File: config.mk
export PLATFORM = sky130hd
export DESIGN_NAME = rx_slot_ctrl
export DESIGN_NICKNAME = d
export VERILOG_FILES = /design/src/rtl/rx_slot_ctrl_pkg.sv /design/src/rtl/rx_slot_len_rf.sv /design/src/rtl/rx_slot_ctrl.sv
export SDC_FILE = /design/constraint.sdc
export NUM_CORES = 1
export LEC_CHECK = 0
export CORE_ASPECT_RATIO = 1.2
export CORE_MARGIN = 2
export CORE_UTILIZATION = 45
export CTS_CLUSTER_SIZE = 14
export DETAILED_ROUTE_END_ITERATION = 8
export DONT_BUFFER_PORTS = 1
export GPL_TIMING_DRIVEN = 0
export SLEW_MARGIN = 25
export SYNTH_ARGS = -nofsm -noshare
export SYNTH_HDL_FRONTEND = slang
export SYNTH_HIERARCHICAL = 1
export SYNTH_SLANG_ARGS = --single-unit
File: constraint.sdc
create_clock -name RX_CLK -period 3.4 [get_ports RX_CLK]
set_input_delay 1.02 -clock RX_CLK [delete_from_list [all_inputs] [get_ports RX_CLK]]
set_output_delay 1.02 -clock RX_CLK [all_outputs]
set_load 0.01 [all_outputs]
File: src/rtl/rx_slot_ctrl_pkg.sv
// Shared types and defaults for the RX slot ring controller.
// Imported by the controller and its length register file.
package rx_slot_ctrl_pkg;

  typedef enum logic [1:0] {
    S_IDLE   = 2'd0,
    S_RECV   = 2'd1,
    S_COMMIT = 2'd2,
    S_DROP   = 2'd3
  } rx_state_t;

  localparam int unsigned DEF_SLOTS      = 4;
  localparam int unsigned DEF_SLOT_BYTES = 2048;
  localparam int unsigned DEF_LEN_W      = 12;
  localparam logic [31:0] RX_MEM_BASE    = 32'h0;

endpackage

File: src/rtl/rx_slot_len_rf.sv
// Per-slot frame length storage: one commit write port and
// one registered read port with write bypass and empty clear.
module rx_slot_len_rf
  import rx_slot_ctrl_pkg::*;
#(
  parameter int unsigned SLOTS = DEF_SLOTS,
  parameter int unsigned LEN_W = DEF_LEN_W
) (
  input  logic                     i_clk,
  input  logic                     i_rst,
  input  logic                     i_we,
  input  logic [$clog2(SLOTS)-1:0] i_waddr,
  input  logic [LEN_W-1:0]         i_wdata,
  input  logic [$clog2(SLOTS)-1:0] i_raddr,
  input  logic                     i_clr,
  output logic [LEN_W-1:0]         o_rdata
);

  logic [LEN_W-1:0] r_mem [SLOTS];
  logic [LEN_W-1:0] r_rdata;

  always_ff @(posedge i_clk) begin
    if (i_rst) begin
      for (int i = 0; i < int'(SLOTS); i++)
        r_mem[i] <= '0;
    end else if (i_we) begin
      r_mem[i_waddr] <= i_wdata;
    end
  end

  // Bypass covers a commit landing in the slot that becomes head.
  always_ff @(posedge i_clk) begin
    if (i_rst)
      r_rdata <= '0;
    else if (i_clr)
      r_rdata <= '0;
    else if (i_we && (i_waddr == i_raddr))
      r_rdata <= i_wdata;
    else
      r_rdata <= r_mem[i_raddr];
  end

  assign o_rdata = r_rdata;

endmodule

File: src/rtl/rx_slot_ctrl.sv
// RX memory write sequencer: ring of fixed-size frame slots,
// filter-gated commit, full-ring drop, CPU release and IRQ.
module rx_slot_ctrl
  import rx_slot_ctrl_pkg::*;
#(
  parameter int unsigned SLOTS      = DEF_SLOTS,
  parameter int unsigned SLOT_BYTES = DEF_SLOT_BYTES,
  parameter int unsigned LEN_W      = DEF_LEN_W,
  parameter logic [31:0] MEM_BASE   = RX_MEM_BASE
) (
  input  logic                     RX_CLK,
  input  logic                     rst,
  input  logic                     in_data_v,
  input  logic [7:0]               in_data,
  input  logic                     frame_ok,
  input  logic                     rel_i,
  output logic                     mem_we,
  output logic [31:0]              mem_addr,
  output logic [7:0]               mem_din,
  output logic                     irq,
  output logic [$clog2(SLOTS)-1:0] head_idx,
  output logic [LEN_W-1:0]         head_len,
  output logic [$clog2(SLOTS):0]   count,
  output logic [15:0]              drop_cnt
);

  localparam int IDX_W = $clog2(SLOTS);
  localparam int CNT_W = IDX_W + 1;
  localparam int OFF_W = LEN_W - 1;
  localparam logic [LEN_W-1:0] MAX_OFF = LEN_W'(SLOT_BYTES);
  localparam logic [CNT_W-1:0] FULL = CNT_W'(SLOTS);

  rx_state_t r_state;
  rx_state_t w_state_nx;

  logic             r_prev_v;
  logic [LEN_W-1:0] r_off;
  logic             r_ok;
  logic             r_trunc;
  logic [IDX_W-1:0] r_wr;
  logic [IDX_W-1:0] r_rd;
  logic [CNT_W-1:0] r_cnt;
  logic [15:0]      r_drop;
  logic             r_we;
  logic [31:0]      r_addr;
  logic [7:0]       r_din;

  logic             w_start;
  logic             w_full;
  logic             w_off_max;
  logic             w_wr;
  logic             w_commit;
  logic             w_drop_inc;
  logic             w_ok_set;
  logic             w_trunc_set;
  logic             w_rel;
  logic [IDX_W-1:0] w_rd_nx;
  logic [CNT_W-1:0] w_cnt_nx;

  assign w_start   = in_data_v & ~r_prev_v;
  assign w_full    = (r_cnt == FULL);
  assign w_off_max = (r_off == MAX_OFF);
  assign w_rel     = rel_i & (r_cnt != '0);
  assign w_rd_nx   = r_rd + IDX_W'(w_rel);
  assign w_cnt_nx  = r_cnt + CNT_W'(w_commit)
                   - CNT_W'(w_rel);

  always_ff @(posedge RX_CLK) begin
    if (rst)
      r_state <= S_IDLE;
    else
      r_state <= w_state_nx;
  end

  always_comb begin
    w_state_nx  = r_state;
    w_wr        = 1'b0;
    w_commit    = 1'b0;
    w_drop_inc  = 1'b0;
    w_ok_set    = 1'b0;
    w_trunc_set = 1'b0;
    unique case (r_state)
      S_IDLE: begin
        if (w_start) begin
          if (w_full) begin
            w_state_nx = S_DROP;
          end else begin
            w_state_nx = S_RECV;
            w_wr       = 1'b1;
            w_ok_set   = frame_ok;
          end
        end
      end
      S_RECV: begin
        w_ok_set = frame_ok;
        if (in_data_v) begin
          if (w_off_max)
            w_trunc_set = 1'b1;
          else
            w_wr = 1'b1;
        end else begin
          w_state_nx = S_COMMIT;
        end
      end
      S_COMMIT: begin
        w_commit   = (r_ok | frame_ok) & ~r_trunc;
        w_drop_inc = ~w_commit;
        // Data already high here means the gap was too short.
        w_state_nx = in_data_v ? S_DROP : S_IDLE;
      end
      S_DROP: begin
        if (!in_data_v) begin
          w_drop_inc = 1'b1;
          w_state_nx = S_IDLE;
        end
      end
      default: w_state_nx = S_IDLE;
    endcase
  end

  always_ff @(posedge RX_CLK) begin
    if (rst) begin
      r_prev_v <= 1'b1;
      r_off    <= '0;
      r_ok     <= 1'b0;
      r_trunc  <= 1'b0;
      r_wr     <= '0;
      r_rd     <= '0;
      r_cnt    <= '0;
      r_drop   <= '0;
      r_we     <= 1'b0;
      r_addr   <= '0;
      r_din    <= '0;
    end else begin
      r_prev_v <= in_data_v;
      r_we     <= w_wr;
      if (w_wr) begin
        r_addr <= MEM_BASE
                + (32'(r_wr) << OFF_W)
                + 32'(r_off);
        r_din  <= in_data;
        r_off  <= r_off + 1'b1;
      end
      if (w_ok_set)
        r_ok <= 1'b1;
      if (w_trunc_set)
        r_trunc <= 1'b1;
      if (r_state == S_COMMIT) begin
        r_off   <= '0;
        r_ok    <= 1'b0;
        r_trunc <= 1'b0;
      end
      if (w_commit)
        r_wr <= r_wr + 1'b1;
      r_rd  <= w_rd_nx;
      r_cnt <= w_cnt_nx;
      if (w_drop_inc && (r_drop != 16'hFFFF))
        r_drop <= r_drop + 16'd1;
    end
  end

  rx_slot_len_rf #(
    .SLOTS (SLOTS),
    .LEN_W (LEN_W)
  ) u_len_rf (
    .i_clk   (RX_CLK),
    .i_rst   (rst),
    .i_we    (w_commit),
    .i_waddr (r_wr),
    .i_wdata (r_off),
    .i_raddr (w_rd_nx),
    .i_clr   (w_cnt_nx == '0),
    .o_rdata (head_len)
  );

  assign mem_we   = r_we;
  assign mem_addr = r_addr;
  assign mem_din  = r_din;
  assign irq      = (r_cnt != '0);
  assign head_idx = r_rd;
  assign count    = r_cnt;
  assign drop_cnt = r_drop;

endmodule

==> run_results.csv, run 1 <==
group,metric,value,unit
timing,drv_slew,0,
cts,cts_hold_buf,0,
setup_path,required,3690,ps
setup_path,crit_top_cell,"xnor2_1",
timing,hold_viol_final,0,
power_and_ir_drop,totalPowerFinal,4560,uW
global_routing,first_global_vias,4337,
layout,final_cell_mix,"75 x dfxtp_1, 49 x and2_1, 48 x edfxtp_1",
cts,clock_latency,410,ps
power_and_ir_drop,irDropWorstVdd,0.350,mV
synthesis,synth_top_area_share,25.1,%
synthesis,synth_seq_cells,123,
setup_path,cp_num_buf_inv,3,
timing,skew,9.40,ps
timing,whs,414,ps
timing,fin_crit,3040,ps
layout,final_common_cell,"dfxtp_1",
detailed_routing,drt_iter0_markers,215,
detailed_routing,num_vias,4280,
detailed_routing,routed_wl,14.2,mm
setup_path,crit_chain,"buf_2, nand2b_1, nor2_4, xnor2_1, ha_1, inv_1, fa_1, xnor2_1, xnor2_1, nor3b_1, nor2_1, clkbuf_2, a21boi_2",
detailed_routing,vias_per_cell,5.56,
synthesis,synthTopCellsByArea,"dfxtp_1 25%, edfxtp_1 24%, and2_1 5.1%",
global_routing,grt_max_degree,17,
timing,max_freq,0.329,GHz
layout,layout-drive-gt1-share,20.6,%
setup_path,critPathTopFamily,"simple AND/OR/NAND/NOR gates",
detailed_routing,wl_per_cell,18.5,um
die,boundaryPins,88,
die,die_h,130,um
layout,fillerInstances,1185,
timing,slew-limit-headroom,54.6,%
synthesis,syn_area_per_cell,10.8,um^2
timing,period_share,89.3,%
cts,cts_max_level,4,
layout,antenna_cells,0,
die,start_util,45.6,%
hold_path,hold_path.class,"reg2reg",
setup_path,worstPathMaxFanout,10,
die,row_count,46,
timing,rsz0062_at_grt,"false",
global_routing,grt_usage,21.1,%
cts,clockBufferDepth,2,
cts,clk_pin_slew,50,ps
cts,clk_root_buffer_cell,"clkbuf_16",
global_routing,gr-total-overflow,0,
synthesis,yosys_warnings,6,
detailed_routing,drcViolationCount,0,
layout,nets,609,
place,portBuffers,0,
die,die_area,0.0142,mm^2
detailed_routing,first_pass_iters,4,
setup_path,cp-end-kind,"flop",
synthesis,synth.distinct_cells,63,
synthesis,synth_edf_count,48,
synthesis,yosysTopAreaCell,"dfxtp_1",
die,dieWidth,109,um
place,place.gp.congestion,0.823,
timing,setup_viol,0,
synthesis,syn_area,0.00599,mm^2
global_routing,grt_pass1_wl,22.5,mm
synthesis,async_flop_share,0,%
layout,area_delta_synth_final,15.3,%
layout,seq_area,0.00294,mm^2
setup_path,cpPeakStageDelay,380,ps
cts,cts_made_buffers,17,
detailed_routing,antenna_left,0,
job,cap_viol_max_count,0,
synthesis,seq_area_frac_synth,49.1,%
power_and_ir_drop,p_leak,0.00251,uW
cts,cts_tree,"done",
die,core,0.0131,mm^2
cts,clkSinkCount,123,
setup_path,critPathLaunchType,"flop",
synthesis,ys.flop_type,"dfxtp_1",
power_and_ir_drop,power-per-cell-area,661,mW/mm^2
layout,multiInputGateArea,0.00277,mm^2
timing,tightestPinTransition,680,ps
synthesis,netlist_instances,553,
setup_path,path_class,"reg2reg",
place,place_hpwl,9.57,mm
outcome,status,"finished, final reports clean",
timing,finalSetupTns,0,ps
global_routing,antenna_found_initial,0,
setup_path,arrival,3320,ps
setup_path,cpMaxStageDelayCell,"dfxtp_1",
[cell families after synthesis]
| kind of cell | count (synthesis) | share of synthesized area, % |
|---|---|---|
| muxes | 27 | 7.10 |
| and+or+nand+nor | 202 | 20.7 |
| adders and majority gates | 7 | 1.59 |
| xor gates and xnor gates | 8 | 1.17 |
| AOI/OAI and AO/OA | 124 | 14.3 |
| other | 1 | 0.0626 |
| buffers and inverters | 61 | 5.89 |
| DFF | 123 | 49.1 |
[report_power, final]
part	switching (uW)	internal, uW	total (uW)
sequential	116	1650	1770
combinational	461	470	931
clock	625	1240	1860
total	1200	3360	4560
[worst paths after layout]
check | slack [ps] | to | cells after the start | startpoint
worst max register to register | 360 | u_len_rf/o_rdata[9] | 13 | r_state[0]
worst min register to register | 410 | r_state[0] | 1 | r_prev_v
worst max-delay path | 360 | u_len_rf/o_rdata[9] | 13 | r_state[0]
worst min-delay path | 410 | r_state[0] | 1 | r_prev_v
[state kept, by name (all words and copies together), names as in the netlist, 2 cells and up]
signal / count
count: 3
drop_cnt: 16
r_wr: 2
mem_addr: 14
mem_din: 8
r_state: 2
u_len_rf/r_mem: 48
r_off: 12
u_len_rf/o_rdata: 12
head_idx: 2
[final cells by class]
cell class                 instances  area share (%)
clock buffer                      28            8.43
buffer                            55            4.80
sequential                       123            42.6
inverter                           6           0.326
multi-input combinational        386            40.1
clock inverter                     4           0.653
tap                              168            3.05
[Yosys cell counts, types with 6 or more instances]
library cell	number
nor3_1	7
a211oi_1	7
nand2_1	17
a21oi_1	32
and3_1	8
nand3_1	35
a21boi_2	11
clkbuf_1	20
nor2b_1	9
inv_1	6
xnor2_1	7
or3_1	12
mux2i_1	11
nor2_1	16
or4_1	6
buf_4	22
buf_2	8
nand3_2	10
dfxtp_1	75
mux4_2	12
and2_1	49
edfxtp_1	48
ha_1	6
o21ai_0	32
[routing by layer]
| metal | vias up | track usage (%) | part of all wire (%) |
|---|---|---|---|
| li1 | 2079 | - | - |
| met2 | 101 | 36.9 | 53 |
| met4 | 0 | 6.85 | 0.90 |
| met1 | 2087 | 24.9 | 41 |
| met5 | - | 0 | 0 |
| met3 | 13 | 6.19 | 5.1 |
[repair_timing]
| action | CTS | global route |
|---|---|---|
| hold endpoints to repair | 0 | 0 |
| gates resized for setup | 1 | 4 |
| endpoints found under the setup margin | 10 | 10 |
| setup buffers | 0 | 0 |
[through the flow]
step           std cells  cell area, um^2  utilization, %  worst slack, ps
2_1_floorplan        570             6050               -              140
3_3_place_gp         738             6260            47.7             -447
3_5_place_dp         738             6260            47.7             -451
4_1_cts              770             6890            52.5             72.0
5_1_grt              770             6900            52.6             83.2
6_report             770             6900            52.6              365
No activity file was read; power rests on OpenSTA's default activity.
==> run 2: changes to the inputs <==
Settings changed: CORE_ASPECT_RATIO 1.2 to unset, PLACE_DENSITY_LB_ADDON set to 0.1.
==> run_results.csv, run 2 (synthesis results as in run 1) <==
group,metric,value,unit
die,dieWidth,119,um
setup_path,required,3750,ps
timing,fin_crit,3090,ps
setup_path,critPathLaunchType,"flop",
power_and_ir_drop,power-per-cell-area,682,mW/mm^2
die,die_h,119,um
setup_path,arrival,3440,ps
hold_path,hold_end,"r_state[0]",
cts,clock_latency,420,ps
cts,cts_max_level,4,
detailed_routing,drt_iter0_markers,234,
detailed_routing,antenna_left,0,
cts,post_cts_buffers,0,
setup_path,path_class,"reg2reg",
setup_path,cpPeakStageDelay,380,ps
layout,antenna_cells,0,
layout,fin_util,53.0,%
global_routing,grt_pass1_wl,22.7,mm
place,placed_cells,746,
layout,layout-drive-gt1-share,21.1,%
place,place.gp.congestion,0.835,
detailed_routing,drcViolationCount,0,
global_routing,gr-total-overflow,0,
die,core,0.0131,mm^2
layout,fin_cells,778,
cts,clkSinkCount,123,
setup_path,cp-end-kind,"flop",
place,place_hpwl,9.84,mm
setup_path,cpMaxStageDelayCell,"dfxtp_1",
layout,top_register,"u_len_rf/r_mem",
global_routing,grt_max_degree,17,
place,portBuffers,0,
die,row_count,42,
timing,max_freq,0.323,GHz
setup_path,cp_num_buf_inv,3,
global_routing,first_global_vias,4337,
cts,cts_hold_buf,0,
detailed_routing,routed_wl,14.3,mm
timing,setup_viol,0,
timing,tightestPinTransition,676,ps
power_and_ir_drop,p_leak,0.00253,uW
setup_path,crit_chain,"buf_2, nand2b_1, nor2_4, xnor2_1, ha_1, inv_1, fa_1, xnor2_1, xnor2_1, nor3b_1, nor2_1, clkbuf_2, a21boi_2",
setup_path,worst-r2r-setup-slack,310,ps
timing,drv_slew,0,
setup_path,critPathTopFamily,"simple AND/OR/NAND/NOR gates",
detailed_routing,wl_per_cell,18.4,um
timing,skew,7.78,ps
outcome,status,"finished, final reports clean",
hold_path,holdPathStages,1,
global_routing,grt_usage,20.9,%
cts,clk_pin_slew,60,ps
layout,nets,609,
layout,largest_register_ffs,48,
cts,clk_root_buffer_cell,"clkbuf_16",
detailed_routing,vias_per_cell,5.51,
hold_path,hp-start,"r_prev_v",
setup_path,crit_top_cell,"xnor2_1",
layout,area_delta_synth_final,16.3,%
detailed_routing,num_vias,4289,
hold_path,hold_path.class,"reg2reg",
timing,hold_viol_final,0,
layout,final_cell_mix,"75 x dfxtp_1, 49 x and2_1, 48 x edfxtp_1",
layout,final_common_cell,"dfxtp_1",
timing,slew-limit-headroom,54.6,%
cts,cts_made_buffers,17,
detailed_routing,first_pass_iters,4,
timing,period_share,91.0,%
die,boundaryPins,88,
die,start_util,45.6,%
setup_path,worstPathMaxFanout,10,
power_and_ir_drop,irDropWorstVdd,0.296,mV
setup_path,reg2regPathDepth,13,
job,cap_viol_max_count,0,
setup_path,rr_startpoint,"r_state[0]",
global_routing,antenna_found_initial,0,
cts,clockBufferDepth,2,
cts,cts_tree,"done",
setup_path,r2r-end,"u_len_rf/o_rdata[9]",
die,die_area,0.0142,mm^2
timing,rsz0062_at_grt,"false",
==> run 2: cell count changes in the layout (fill, tap and decap cells not counted) <==
cell and change:
clkinv_2 -1, bufinv_16 +3, clkbuf_16 -1, clkbuf_8 -3, inv_6 +4, clkinvlp_4 +1
clkinv_1 +1, clkbuf_1 -4
==> run 2: final cells by class <==
class / count / area (um^2)
clock inverters: 12 / 176
multi-input cells: 386 / 2770
flip-flops and latches: 123 / 2940
fillers: 1228 / 6180
well taps: 176 / 220
plain buffers: 55 / 332
clock buffers: 20 / 500
inverters: 6 / 22.5
==> run 2: stage by stage <==
stage	cell area, um^2	setup slack (ps)	TNS, ps	hold WS (ps)	total power (uW)
2_1_floorplan	6050	140	0	395	2550
3_3_place_gp	6270	-455	-4500	405	2700
3_5_place_dp	6270	-577	-5720	413	2730
4_1_cts	6950	123	0	421	4790
5_1_grt	6960	106	0	432	4940
6_report	6960	305	0	419	4750
==> run 2: worst max path at each step <==
stage / start / endpoint / slack, ps / depth (start not counted)
2_1_floorplan: frame_ok / u_len_rf/o_rdata[11] / 140 / 12
3_3_place_gp: frame_ok / u_len_rf/o_rdata[3] / -450 / 12
3_5_place_dp: frame_ok / u_len_rf/o_rdata[9] / -580 / 12
4_1_cts: frame_ok / u_len_rf/o_rdata[9] / 120 / 12
5_1_grt: r_state[0] / u_len_rf/o_rdata[9] / 110 / 13
6_report: r_state[0] / u_len_rf/o_rdata[9] / 310 / 13
==> run 2: power by group <==
part	switching (uW)	total, uW	leakage (uW)	internal, uW
sequential	118	1770	0.00110	1650
combinational	458	928	0.00110	470
clock	687	2050	0.000331	1360
==> run 2: routing by layer <==
metal  part of all wire (%)  up-vias  track usage [%]
li1                       -     2093                -
met1                     43     2100             24.9
met2                     51       81             35.7
met3                    4.7       15             6.85
met4                    1.4        0             6.84
met5                      0        -                0
==> run 2: timing repair <==
item                                    CTS  global route
resized for setup                         2             2
endpoints found under the setup margin   10             6
hold endpoints to repair                  0             0
